==> config.mk <==
export PLATFORM = sky130hd
export DESIGN_NAME = uart_frame_sequencer
export DESIGN_NICKNAME = d
export VERILOG_FILES = /design/src/rtl/uart_frame_sequencer.sv
export SDC_FILE = /design/constraint.sdc
export NUM_CORES = 1
export LEC_CHECK = 0
export ABC_CLOCK_PERIOD_IN_PS = 3950
export CORE_MARGIN = 2
export CORE_UTILIZATION = 55
export CTS_CLUSTER_DIAMETER = 30
export DETAILED_ROUTE_END_ITERATION = 16
export PLACE_DENSITY_LB_ADDON = 0.08
export SKIP_LAST_GASP = 1
export SLEW_MARGIN = 20
export SYNTH_ARGS = -nofsm -noshare
export SYNTH_HDL_FRONTEND = slang
export SYNTH_SLANG_ARGS = --single-unit
==> constraint.sdc <==
create_clock -name clk -period 3.95 [get_ports clk]
set_clock_uncertainty 0.05 [all_clocks]
set_input_delay 0.395 -clock clk [delete_from_list [all_inputs] [get_ports clk]]
set_output_delay 0.395 -clock clk [all_outputs]
set_load 0.01 [all_outputs]
==> src/rtl/uart_frame_sequencer.sv <==
// Frames INPUT_SIZE-bit symbols after a sync symbol into OUTPUT_SIZE-bit words with a one-word skid.
// Optional macro UART_SEQ_WORD_COUNT_EN enables the saturating delivered-word counter on word_count.
//
// state     | meaning
// ----------+-----------------------------------------------------------
// S_IDLE    | hunting for SYNC_SYMBOL, other symbols dropped
// S_COLLECT | shifting symbols into the word, idle timer running
// S_STALL   | completed word held, waiting for word_out to drain
module uart_frame_sequencer #(
  parameter int                    OUTPUT_SIZE    = 16,
  parameter int                    INPUT_SIZE     = 4,
  parameter logic [INPUT_SIZE-1:0] SYNC_SYMBOL    = INPUT_SIZE'(4'hA),
  parameter int                    TIMEOUT_CYCLES = 255
) (
  input  logic                   clk,
  input  logic                   rst_n,
  input  logic [INPUT_SIZE-1:0]  sym_in,
  input  logic                   sym_valid,
  output logic                   sym_ready,
  output logic [OUTPUT_SIZE-1:0] word_out,
  output logic                   word_valid,
  input  logic                   word_ready,
  input  logic                   err_clear,
  output logic                   frame_active,
  output logic                   timeout_err,
  output logic [15:0]            word_count
);

  localparam int N  = OUTPUT_SIZE / INPUT_SIZE;
  localparam int CW = (N > 1) ? $clog2(N) : 1;
  localparam int IW = (TIMEOUT_CYCLES > 1) ? $clog2(TIMEOUT_CYCLES + 1) : 1;
  localparam logic [CW-1:0] CNT_LAST  = CW'(N - 1);
  localparam logic [IW-1:0] IDLE_LAST = IW'(TIMEOUT_CYCLES - 1);

  typedef enum logic [1:0] {S_IDLE, S_COLLECT, S_STALL} state_t;

  state_t                 state_q, state_d;
  logic [CW-1:0]          cnt_q, cnt_d;
  logic [IW-1:0]          idle_q, idle_d;
  logic [OUTPUT_SIZE-1:0] shreg_q, shreg_d;
  logic [OUTPUT_SIZE-1:0] held_q, held_d;
  logic [OUTPUT_SIZE-1:0] word_q, word_d;
  logic                   valid_q, valid_d;
  logic                   err_q, err_d;
  logic                   word_load;
  logic [OUTPUT_SIZE-1:0] assembled;

  assign assembled = {shreg_q[OUTPUT_SIZE-INPUT_SIZE-1:0], sym_in};

  always_ff @(posedge clk) begin
    if (!rst_n) begin
      state_q <= S_IDLE;
      cnt_q   <= '0;
      idle_q  <= '0;
      shreg_q <= '0;
      held_q  <= '0;
      word_q  <= '0;
      valid_q <= 1'b0;
      err_q   <= 1'b0;
    end else begin
      state_q <= state_d;
      cnt_q   <= cnt_d;
      idle_q  <= idle_d;
      shreg_q <= shreg_d;
      held_q  <= held_d;
      word_q  <= word_d;
      valid_q <= valid_d;
      err_q   <= err_d;
    end
  end

  always_comb begin
    state_d   = state_q;
    cnt_d     = cnt_q;
    idle_d    = idle_q;
    shreg_d   = shreg_q;
    held_d    = held_q;
    word_d    = word_q;
    valid_d   = valid_q & ~word_ready;
    err_d     = err_q & ~err_clear;
    word_load = 1'b0;
    sym_ready = 1'b1;
    case (state_q)
      S_IDLE: begin
        cnt_d  = '0;
        idle_d = '0;
        if (sym_valid && sym_in == SYNC_SYMBOL) state_d = S_COLLECT;
      end
      S_COLLECT: begin
        if (sym_valid) begin
          idle_d  = '0;
          shreg_d = assembled;
          if (cnt_q == CNT_LAST) begin
            cnt_d = '0;
            if (!valid_q || word_ready) begin
              word_d    = assembled;
              word_load = 1'b1;
            end else begin
              held_d  = assembled;
              state_d = S_STALL;
            end
          end else begin
            cnt_d = cnt_q + 1'b1;
          end
        end else if (idle_q == IDLE_LAST) begin
          // partial word is dropped; any word already on word_out stays pending
          idle_d  = '0;
          cnt_d   = '0;
          state_d = S_IDLE;
          if (cnt_q != '0) err_d = 1'b1;
        end else begin
          idle_d = idle_q + 1'b1;
        end
      end
      S_STALL: begin
        sym_ready = 1'b0;
        idle_d    = '0;
        if (word_ready) begin
          word_d    = held_q;
          word_load = 1'b1;
          state_d   = S_COLLECT;
        end
      end
      default: state_d = S_IDLE;
    endcase
    if (word_load) valid_d = 1'b1;
  end

  assign word_out     = word_q;
  assign word_valid   = valid_q;
  assign timeout_err  = err_q;
  assign frame_active = (state_q != S_IDLE);

`ifdef UART_SEQ_WORD_COUNT_EN
  logic [15:0] word_count_q;

  always_ff @(posedge clk) begin
    if (!rst_n) word_count_q <= '0;
    else if (word_load && word_count_q != 16'hFFFF) word_count_q <= word_count_q + 16'd1;
  end

  assign word_count = word_count_q;
`else
  assign word_count = 16'h0000;
`endif

endmodule

Yosys cells after proc, flatten, opt, wreduce, memory -nomap -nowiden
Cells that the tools add are included.
{ "word_totals": {"register_bits": 58, "input_bits": 9, "out_inout_bits": 36, "elab_cells": 72} }
{ "op_classes": {"n_addsub": 2, "n_eq_ne": 13, "muxes": 29, "n_bitwise": 5, "reduce_logical": 15} }
{ "ops": {"columns": ["op", "count"], "rows": [
  ["$mux 16", 4],
  ["$pmux 16 s2", 1],
  ["$mux 2", 8],
  ["$mux 8", 2],
  ["$pmux 8 s2", 1],
  ["$mux 1", 10],
  ["$ne 2x2->1 const B", 5],
  ["$reduce_and 5->1", 2],
  ["$reduce_bool 2->1", 5],
  ["$ne 3x3->1 const B", 3],
  ["$add 8x1->8 const B", 1],
  ["$eq 8x8->1 const B", 1],
  ["$pmux 2 s3", 1],
  ["$eq 2x2->1 const B", 2],
  ["$eq 4x4->1 const B", 1],
  ["$pmux 2 s2", 1],
  ["$reduce_and 2->1", 2],
  ["$reduce_and 4->1", 1],
  ["$not 1->1", 3],
  ["$add 2x1->2 const B", 1],
  ["$and 1x1->1", 2],
  ["$eq 2x1->1 const B", 1],
  ["$logic_not 2->1", 1],
  ["$pmux 1 s2", 1],
  ["4 further kinds", 4]
]} }

Depth between registers and ports, before layout
Gate-level depths: netlist of the first run.
{ "depth": {"depth_word": 7, "ltp_mapped": 9, "ltp_nobuf": 6} }

Worst setup path before layout of the first run
Ideal clock, no wire load.
{ "synth_timing": {"kind": "register -> register", "start": "reg state_q[1]", "end": "reg held_q[15]", "setup_time_ns": 0.132, "t_arrival_ns": 1.472, "t_required_ns": 3.768, "setup_slack_ns": 2.296, "stages_incl_launch_ff": 10, "n_path_buf": 3, "period_less_slack_ns": 1.654, "cell_sequence": "dfxtp_1 > inv_1 > ha_1 > and2_1 > buf_4 > and3_1 > buf_4 > buf_6 > nand2_1 > a21oi_1"} }
{ "synth_via": {"elab_chain_len": 2} }
{ "synth_lines": {"columns": ["element", "line", "source"], "rows": [
  ["from (decl)", "37", "state_t state_q, state_d;"],
  ["from (signal assigned)", "61", "state_q <= state_d;"],
  ["$eq 2x1->1", "83", "case (state_q)"],
  ["$reduce_and 4->1 (no line)", null, null],
  ["to (signal assigned)", "65", "held_q <= held_d;"],
  ["to (decl)", "41", "logic [OUTPUT_SIZE-1:0] held_q, held_d;"]
]} }
Every way passes these cells.
A chain may end at the register's enable or synchronous reset.

Final worst setup path of the first run
{ "layout_timing": {"start": "reg state_q[0]", "end": "out sym_ready"} }
{ "layout_via": {"elab_chain_len": 2} }
{ "layout_lines": {"columns": ["element", "line", "source"], "rows": [
  ["$eq 2x2->1", "83", null],
  ["$mux 1", "83", null],
  ["to (decl)", "19", "output logic sym_ready,"]
]} }
Every way passes these cells.

==> qor.yml, run 1 <==
path_clk_slew_ns: 0.06
p_total_mw: 1.23
end_kind: "output pin"
syn_inst: 307
place_area_um2: 2920
drc_errors: 0
whs_path_depth: 2
min_to: "held_q[6]$_SDFFE_PN0P_"
clock_sinks: 58
cts_buffer_depth: 2
relSlewSlack_pct: 60.7
period_needed_ns: 2.34
fin_area_um2: 3100
viasPerCell: 4.97
powerDensity_nw_per_um2: 396
grt_max_degree: 51
wl_per_cell_um: 12.3
rr_endpoint: "held_q[7]$_SDFFE_PN0P_"
cp_max_fo: 20
final.setup.tns_ns: 0
antennaDiodeCount: 0
worst_ep_arrival_time_ns: 1.90
syn_to_final_growth_pct: 15.6
yosysMostFrequentCell: "nand2_1"
rr_worst_depth: 6
grt_overflow: 0
ctsHoldBuffers: 0
hp-class: "reg -> reg"
setup-violations-final: 0
cts_inserted_buffers: 9
insertion_delay_ns: 0.33
hold_start: "held_q[6]$_SDFFE_PN0P_"
firstDrtPassIters: 4
grt_pass1_vias: 1832
dp.final_hpwl_mm: 3.28
die-area_um2: 5460
setup_slack_ns: 1.61
core_um2: 4720
yosysTopAreaCellShare_pct: 43.2
finalMaxSlewViolations: 0
rsz0062_at_grt: "no"
grtUsageTotal_pct: 20.1
wl_mm: 4.96
drive_gt1_share_pct: 10.7
synth_async_sr_flop_share_pct: 0
synth_area_um2: 2690
regArea_um2: 1160
min_period_over_period_pct: 59.3
reg2reg_from: "state_q[1]$_SDFFE_PN0P_"
synth_area_leader_cell: "dfxtp_1"
ys.flop_type: "dfxtp_1"
hold_viol: 0
die_h_um: 73.9
ios: 45
ant_nets: 0
drtIter0Drc: 134
yosys_warnings: 0
worst_slew_pin_slew_ns: 0.589
num_rows: 25
place_ws_ns: 1.40
r2r_setup_slack_ns: 1.70
multi_input_area_um2: 1330
critical_path_required_ns: 3.50
ys_seq_area_share_pct: 43.2
cap_violations: 0
die_w_um: 73.9
utilization_pct: 65.7
antenna_found_initial: 0
htreeDepth: 3
port_buffers: 28
cts_resized: 0
synth_cell_types: 40
synth_area_leaders: "dfxtp_1 (43%), nand2_1 (8.8%), a211oi_2 (6.5%), a21oi_1 (6.3%), mux2i_1 (6.3%)"
vias: 2009
yosys_register_bits: 58
synth_edf_count: 0
root_buffer: "clkbuf_8"
ys_top_cells_by_count: "nand2_1 (63), dfxtp_1 (58), a21oi_1 (34), nor2_1 (29), buf_4 (20)"
grt_pass1_wl_mm: 8.40
cts_tree: "done"
cp-start-kind: "flip-flop"
avgSynthCellArea_um2: 8.75
crit_type: "reg -> out"
gp_congestion: 0.759
post-cts-setup-buffers: 0
max_freq_ghz: 0.427
fin_nets: 349
initial_core_util_pct: 56.8
power_leakage_nw: 1.06
outcome: "finished clean"
vdd_drop_max_uv: 250
fill_cells: 413
-- cell usage in the layout, fill, tap and decap left out, drive strengths merged, types with 4 or more instances in the layout --
| cell | n |
|---|---|
| nand3 | 6 |
| conb | 16 |
| a211oi | 17 |
| inv | 9 |
| ha | 8 |
| nor2 | 29 |
| o21ai | 4 |
| mux2i | 17 |
| a21oi | 34 |
| clkdlybuf4s50 | 28 |
| clkbuf | 15 |
| buf | 4 |
| dfxtp | 58 |
| nand2 | 63 |
| xor2 | 6 |
-- flip-flops by register name (all words and copies together), names as in the netlist --
| signal | count |
|---|---|
| word_valid | 1 |
| timeout_err | 1 |
| state_q | 2 |
| shreg_q | 12 |
| held_q | 16 |
| word_out | 16 |
| idle_q | 8 |
| cnt_q | 2 |
-- metal layers --
metal / up-vias / global-route usage (%) / routed length, um / part of all wire [%]
met3: 9 / 5.21 / 180 / 3.6
li1: 1050 / - / - / -
met1: 915 / 26.3 / 2370 / 48
met4: 0 / 9.70 / 96 / 1.9
met5: - / 0 / 0 / 0
met2: 35 / 30.7 / 2310 / 47
-- power by group --
part | total (mW) | internal [mW] | leakage, nW | switching, mW
registers | 0.605 | 0.596 | 0.467 | 0.00906
logic | 0.122 | 0.0466 | 0.500 | 0.0756
clock network | 0.501 | 0.280 | 0.0900 | 0.221
total | 1.23 | 0.923 | 1.06 | 0.305
-- how the worst max path moves through the flow --
stage,cells after the start,to,startpoint,slack [ns]
CTS,5,sym_ready,state_q[0]$_SDFFE_PN0P_,1.57
global placement,5,held_q[10]$_SDFFE_PN0P_,sym_valid,1.48
detailed placement,5,held_q[10]$_SDFFE_PN0P_,sym_valid,1.40
floorplan,9,held_q[15]$_SDFFE_PN0P_,state_q[1]$_SDFFE_PN0P_,2.30
global route,6,held_q[11]$_SDFFE_PN0P_,state_q[1]$_SDFFE_PN0P_,1.45
finish,5,sym_ready,state_q[0]$_SDFFE_PN0P_,1.61
-- per-stage QoR --
stage | instances | hold WS [ns]
floorplan | 322 | 0.386
global placement | 388 | 0.391
detailed placement | 388 | 0.397
CTS | 404 | 0.405
global route | 404 | 0.427
finish | 404 | 0.404
-- area by class of cell --
cell class | count | area share [%]
clock inverter | 1 | 0.242
inverter | 9 | 1.09
sequential | 58 | 37.4
timing repair buffer | 32 | 10.0
clock buffer | 15 | 5.69
multi-input combinational | 222 | 42.9
tap | 67 | 2.70
-- logic make-up (layout without fill, tap and decap cells) --
group / Yosys count / after routing / share of synthesized area, %
adder cells (fa/ha/maj): 8 / 8 / 3.73
buffers and inverters: 42 / 57 / 9.32
AO/OA/AOI/OAI: 62 / 62 / 17.2
other: 1 / 16 / 0.140
multiplexers: 17 / 17 / 6.34
AND/OR/NAND/NOR: 112 / 112 / 17.7
flip-flops: 58 / 58 / 43.2
XOR/XNOR: 7 / 7 / 2.28
-- worst max-delay path, stage by stage (launching register included) --
cell             delay (ns)
dfxtp_1                0.38
inv_1                  0.08
ha_1                   0.19
buf_4                  0.24
inv_1                  0.14
clkdlybuf4s50_1        0.55
Note: power is estimated with default switching activity, not from simulation.
==> run 2: changes to the inputs <==
ABC_CLOCK_PERIOD_IN_PS = 2300   (was 3950)
CORE_UTILIZATION = 53   (was 55)
clock period = 2.3 ns   (was 3.95 ns; I/O delays follow)
==> qor.yml, run 2 (same netlist as run 1, synthesis figures left out) <==
max_freq_ghz: 0.489
die-area_um2: 5650  # +3.6%
finalMaxSlewViolations: 0  # unchanged
post-cts-setup-buffers: 0  # unchanged
insertion_delay_ns: 0.35  # +0.02 ns
max_stage_delay_ns: 0.54  # about the same
cts_tree: "done"
drtIter0Drc: 148  # +10%
syn_to_final_growth_pct: 17.2
instances_no_fill: 407  # +0.74%
crit_path_frequent_cell: "inv_1"
min_period_over_period_pct: 88.9
ant_nets: 0  # unchanged
layout_common_cells: "nand2_1 (63), dfxtp_1 (58), a21oi_1 (34)"
grt_pass1_wl_mm: 8.49  # +1.1%
critical_path.top_delay_family: "buffers and inverters"
viasPerCell: 5.09  # +2.4%
grt_overflow: 0  # unchanged
final_common_cell: "nand2_1"
reg2reg_from: "state_q[1]$_SDFFE_PN0P_"
htreeDepth: 3  # unchanged
hp-class: "reg -> reg"
ios: 45  # unchanged
drc_errors: 0  # unchanged
wl_per_cell_um: 12.7  # +3.3%
core_um2: 4820  # +2.0%
path_clk_slew_ns: 0.06  # about the same
r2r_setup_slack_ns: 0.50  # -1.20 ns
cp_cell_sequence: "inv_1 > ha_1 > inv_1 > clkdlybuf4s50_1"
grtUsageTotal_pct: 20.5  # +0.37 points
antennaDiodeCount: 0  # unchanged
crit_path_start: "state_q[0]$_SDFFE_PN0P_"
die_w_um: 75.2  # +1.8%
cts_buffer_depth: 2  # unchanged
cts_resized: 0  # unchanged
root_buffer: "clkbuf_8"
vias: 2073  # +3.2%
grt_pass1_vias: 1860  # +1.5%
crit_path_top_delay_cell: "clkdlybuf4s50_1"
wl_mm: 5.16  # +4.1%
wl_met3_um: 284  # +58%
vdd_drop_max_uv: 392  # +57%
worst_ep_arrival_time_ns: 1.76  # -0.14 ns
met1Wirelength_mm: 2.51  # +5.9%
crit_buf_inv: 3  # -1
rr_endpoint: "state_q[0]$_SDFFE_PN0P_"
wl_met2_mm: 2.32  # about the same
gp_congestion: 0.800  # +5.5%
powerDensity_nw_per_um2: 690  # +74%
crit_type: "reg -> out"
power_leakage_nw: 1.09  # +3.1%
fin_nets: 353  # +1.1%
dp.cells: 392  # +1.0%
cp_max_fo: 6  # -70%
dr.max_layer_used: "met4"
setup-violations-final: 0  # unchanged
cp-start-kind: "flip-flop"
num_rows: 25  # unchanged
final.setup.tns_ns: 0  # unchanged
rr_worst_depth: 7  # +1
dp.final_hpwl_mm: 3.51  # +6.8%
drive_gt1_share_pct: 11.8  # +1.1 points
grt_max_degree: 50  # -2.0%
cts_inserted_buffers: 9  # unchanged
rsz0062_at_grt: "no"
worst-path-stages: 4  # -1
critical_path_required_ns: 2.02  # -1.48 ns
ctsHoldBuffers: 0  # unchanged
outcome: "finished clean"
period_needed_ns: 2.04
cap_violations: 0  # unchanged
critPathCapture: "sym_ready"
port_buffers: 28  # unchanged
end_kind: "output pin"
initial_core_util_pct: 55.7  # -1.1 points
clock_sinks: 58  # unchanged
firstDrtPassIters: 4  # unchanged
die_h_um: 75.2  # +1.8%
antenna_found_initial: 0  # unchanged
hold_viol: 0  # unchanged
[run 2: cell type report]
class	instances	area, um^2
sequential	58	1160
clock buffer	12	145
timing repair buffer	36	353
fill	451	1670
clock inverter	3	40.0
tap	67	83.8
multi-input combinational	222	1330
inverter	9	33.8
[run 2: metrics by stage]
step | total power [mW] | instance area (um^2) | util (%) | hold WS [ns] | setup WS [ns]
final | 2.17 | 3150 | 65.3 | 0.408 | 0.255
after global routing | 2.26 | 3150 | 65.3 | 0.421 | 0.160
after CTS | 2.19 | 3150 | 65.3 | 0.406 | 0.234
after detailed placement | 1.29 | 2960 | 61.5 | 0.397 | 0.407
after global placement | 1.28 | 2960 | 61.5 | 0.391 | 0.456
after floorplan | 1.23 | 2740 | - | 0.316 | 0.646
[run 2: where the power goes]
part	internal, mW	switching, mW	total [mW]
registers	1.02	0.0159	1.04
logic	0.0891	0.134	0.223
clock network	0.520	0.388	0.909
total	1.63	0.538	2.17
[run 2: worst min-delay path: stages (launching register included)]
cell	delay (ns)
dfxtp_1	0.31
nand2_1	0.05
a21oi_1	0.05
[run 2: how the worst min path moves through the flow]
stage                     depth (start not counted)               startpoint                      end
after global placement                            2  held_q[12]$_SDFFE_PN0P_  held_q[12]$_SDFFE_PN0P_
after detailed placement                          2  held_q[10]$_SDFFE_PN0P_  held_q[10]$_SDFFE_PN0P_
after global routing                              2   held_q[1]$_SDFFE_PN0P_   held_q[1]$_SDFFE_PN0P_
after floorplan                                   2                sym_in[0]   held_q[0]$_SDFFE_PN0P_
after CTS                                         2   held_q[7]$_SDFFE_PN0P_   held_q[7]$_SDFFE_PN0P_
final                                             2  held_q[11]$_SDFFE_PN0P_  held_q[11]$_SDFFE_PN0P_
[run 2: layer usage]
layer / GRT usage, % / up-vias
met5: 0 / -
met4: 7.02 / 0
met3: 8.84 / 5
met2: 29.9 / 47
met1: 27.2 / 964
li1: - / 1057
==> run 3: changes to the inputs <==
CORE_UTILIZATION = 52   (was 53)
==> qor.yml, run 3 (same netlist as run 1, synthesis figures left out) <==
outcome: "finished clean"
root_buffer: "clkbuf_8"
layout_common_cells: "nand2_1 (63), dfxtp_1 (58), a21oi_1 (34)"
htreeDepth: 3  # unchanged
num_rows: 26  # +4.0%
cts_buffer_depth: 2  # unchanged
setup_slack_ns: 0.299  # +0.0436 ns
crit_type: "reg -> out"
initial_core_util_pct: 53.3  # -2.5 points
port_buffers: 28  # unchanged
cts_tree: "done"
place_ws_ns: 0.341  # -0.0663 ns
cts_inserted_buffers: 9  # unchanged
viasPerCell: 5.08  # -0.35%
period_needed_ns: 2.00  # -0.0436 ns
regArea_um2: 1160  # unchanged
firstDrtPassIters: 4  # unchanged
multi_input_area_um2: 1330  # unchanged
hold_start: "held_q[6]$_SDFFE_PN0P_"
crit_path_start: "state_q[0]$_SDFFE_PN0P_"
ant_nets: 0  # unchanged
grt_pass1_vias: 2006  # +7.8%
ios: 45  # unchanged
crit_buf_inv: 3  # unchanged
cap_violations: 0  # unchanged
rsz0062_at_grt: "no"
antenna_found_initial: 0  # unchanged
max_stage_delay_ns: 0.55  # about the same
end_kind: "output pin"
drive_gt1_share_pct: 12.3  # +0.55 points
vias: 2086  # +0.63%
die_w_um: 75.9  # +0.91%
cts_resized: 0  # unchanged
post-cts-setup-buffers: 0  # unchanged
grt_overflow: 0  # unchanged
cp_max_fo: 5  # -1
fill_cells: 449  # -0.44%
vdd_drop_max_uv: 539  # +37%
dp.cells: 395  # +0.77%
final.setup.tns_ns: 0  # unchanged
drc_errors: 0  # unchanged
setup-violations-final: 0  # unchanged
hp-class: "reg -> reg"
grtUsageTotal_pct: 21.5  # +1.0 points
clock_sinks: 58  # unchanged
antennaDiodeCount: 0  # unchanged
cp_cell_sequence: "inv_1 > ha_1 > inv_1 > clkdlybuf4s50_1"
final_common_cell: "nand2_1"
power_leakage_nw: 1.10  # +1.2%
crit_path_frequent_cell: "inv_1"
finalMaxSlewViolations: 0  # unchanged
critical_path.top_delay_family: "buffers and inverters"
path_clk_slew_ns: 0.07  # about the same
instances_no_fill: 411  # +0.98%
hold_viol: 0  # unchanged
timing.hold.ws_ns: 0.406  # -0.00200 ns
critical_path_required_ns: 2.02  # about the same
insertion_delay_ns: 0.34  # about the same
grt_max_degree: 45  # -10%
reg2reg_from: "state_q[1]$_SDFFE_PN0P_"
die_h_um: 75.9  # +0.91%
powerDensity_nw_per_um2: 724  # +4.9%
cp-start-kind: "flip-flop"
crit_path_top_delay_cell: "clkdlybuf4s50_1"
fin_nets: 353  # unchanged
wl_mm: 5.34  # +3.5%
drtIter0Drc: 113  # -24%
utilization_pct: 63.2  # -2.2 points
worst_ep_arrival_time_ns: 1.72  # -0.04 ns
wl_per_cell_um: 13.0  # +2.5%
max_freq_ghz: 0.500  # +2.2%
ctsHoldBuffers: 0  # unchanged
min_period_over_period_pct: 87.0  # -1.9 points
core_um2: 5040  # +4.7%
gp_congestion: 0.834  # +4.2%
die-area_um2: 5750  # +1.8%
dp.final_hpwl_mm: 3.64  # +3.7%
grt_pass1_wl_mm: 9.07  # +6.9%
syn_to_final_growth_pct: 18.6
## run 3: path summary, 6_finish.rpt
path / endpoint / slack, ns / cells past startpoint
max reg2reg: held_q[5]$_SDFFE_PN0P_ / 0.42 / 6
max: sym_ready / 0.30 / 4
min reg2reg: held_q[6]$_SDFFE_PN0P_ / 0.41 / 2
min: held_q[6]$_SDFFE_PN0P_ / 0.41 / 2
## run 3: stage by stage
| stage | power, mW | instance area [um^2] |
|---|---|---|
| after floorplan | 1.23 | 2740 |
| after global placement | 1.28 | 2970 |
| after detailed placement | 1.29 | 2970 |
| after CTS | 2.33 | 3180 |
| after global routing | 2.40 | 3180 |
| final | 2.31 | 3180 |
## run 3: cell type report
class | count | share of cell area, %
Timing Repair Buffer | 36 | 11.1
Tap cell | 70 | 2.75
Multi-Input combinational cell | 222 | 41.8
Clock inverter | 5 | 2.44
Sequential cell | 58 | 36.5
Clock buffer | 11 | 4.44
Inverter | 9 | 1.06
## run 3: metal layers
metal	vias up	global-route usage [%]	share of wire, %
li1	1057	-	-
met1	973	28.0	48
met2	48	33.3	46
met3	8	6.35	4.5
met4	0	8.77	1.3
met5	-	0	0
## run 3: tightest hold or removal path: cells and delay by family, from the launching register on
kind,cells,cell delay [ns]
AOI/OAI and AO/OA,1,0.05
DFF,1,0.31
and+or+nand+nor,1,0.05
## run 3: power by group
group          internal [mW]  switching [mW]  total [mW]
Sequential              1.02          0.0164        1.04
Clock                  0.636           0.406        1.04
Combinational         0.0859           0.137       0.223
Total                   1.75           0.560        2.31
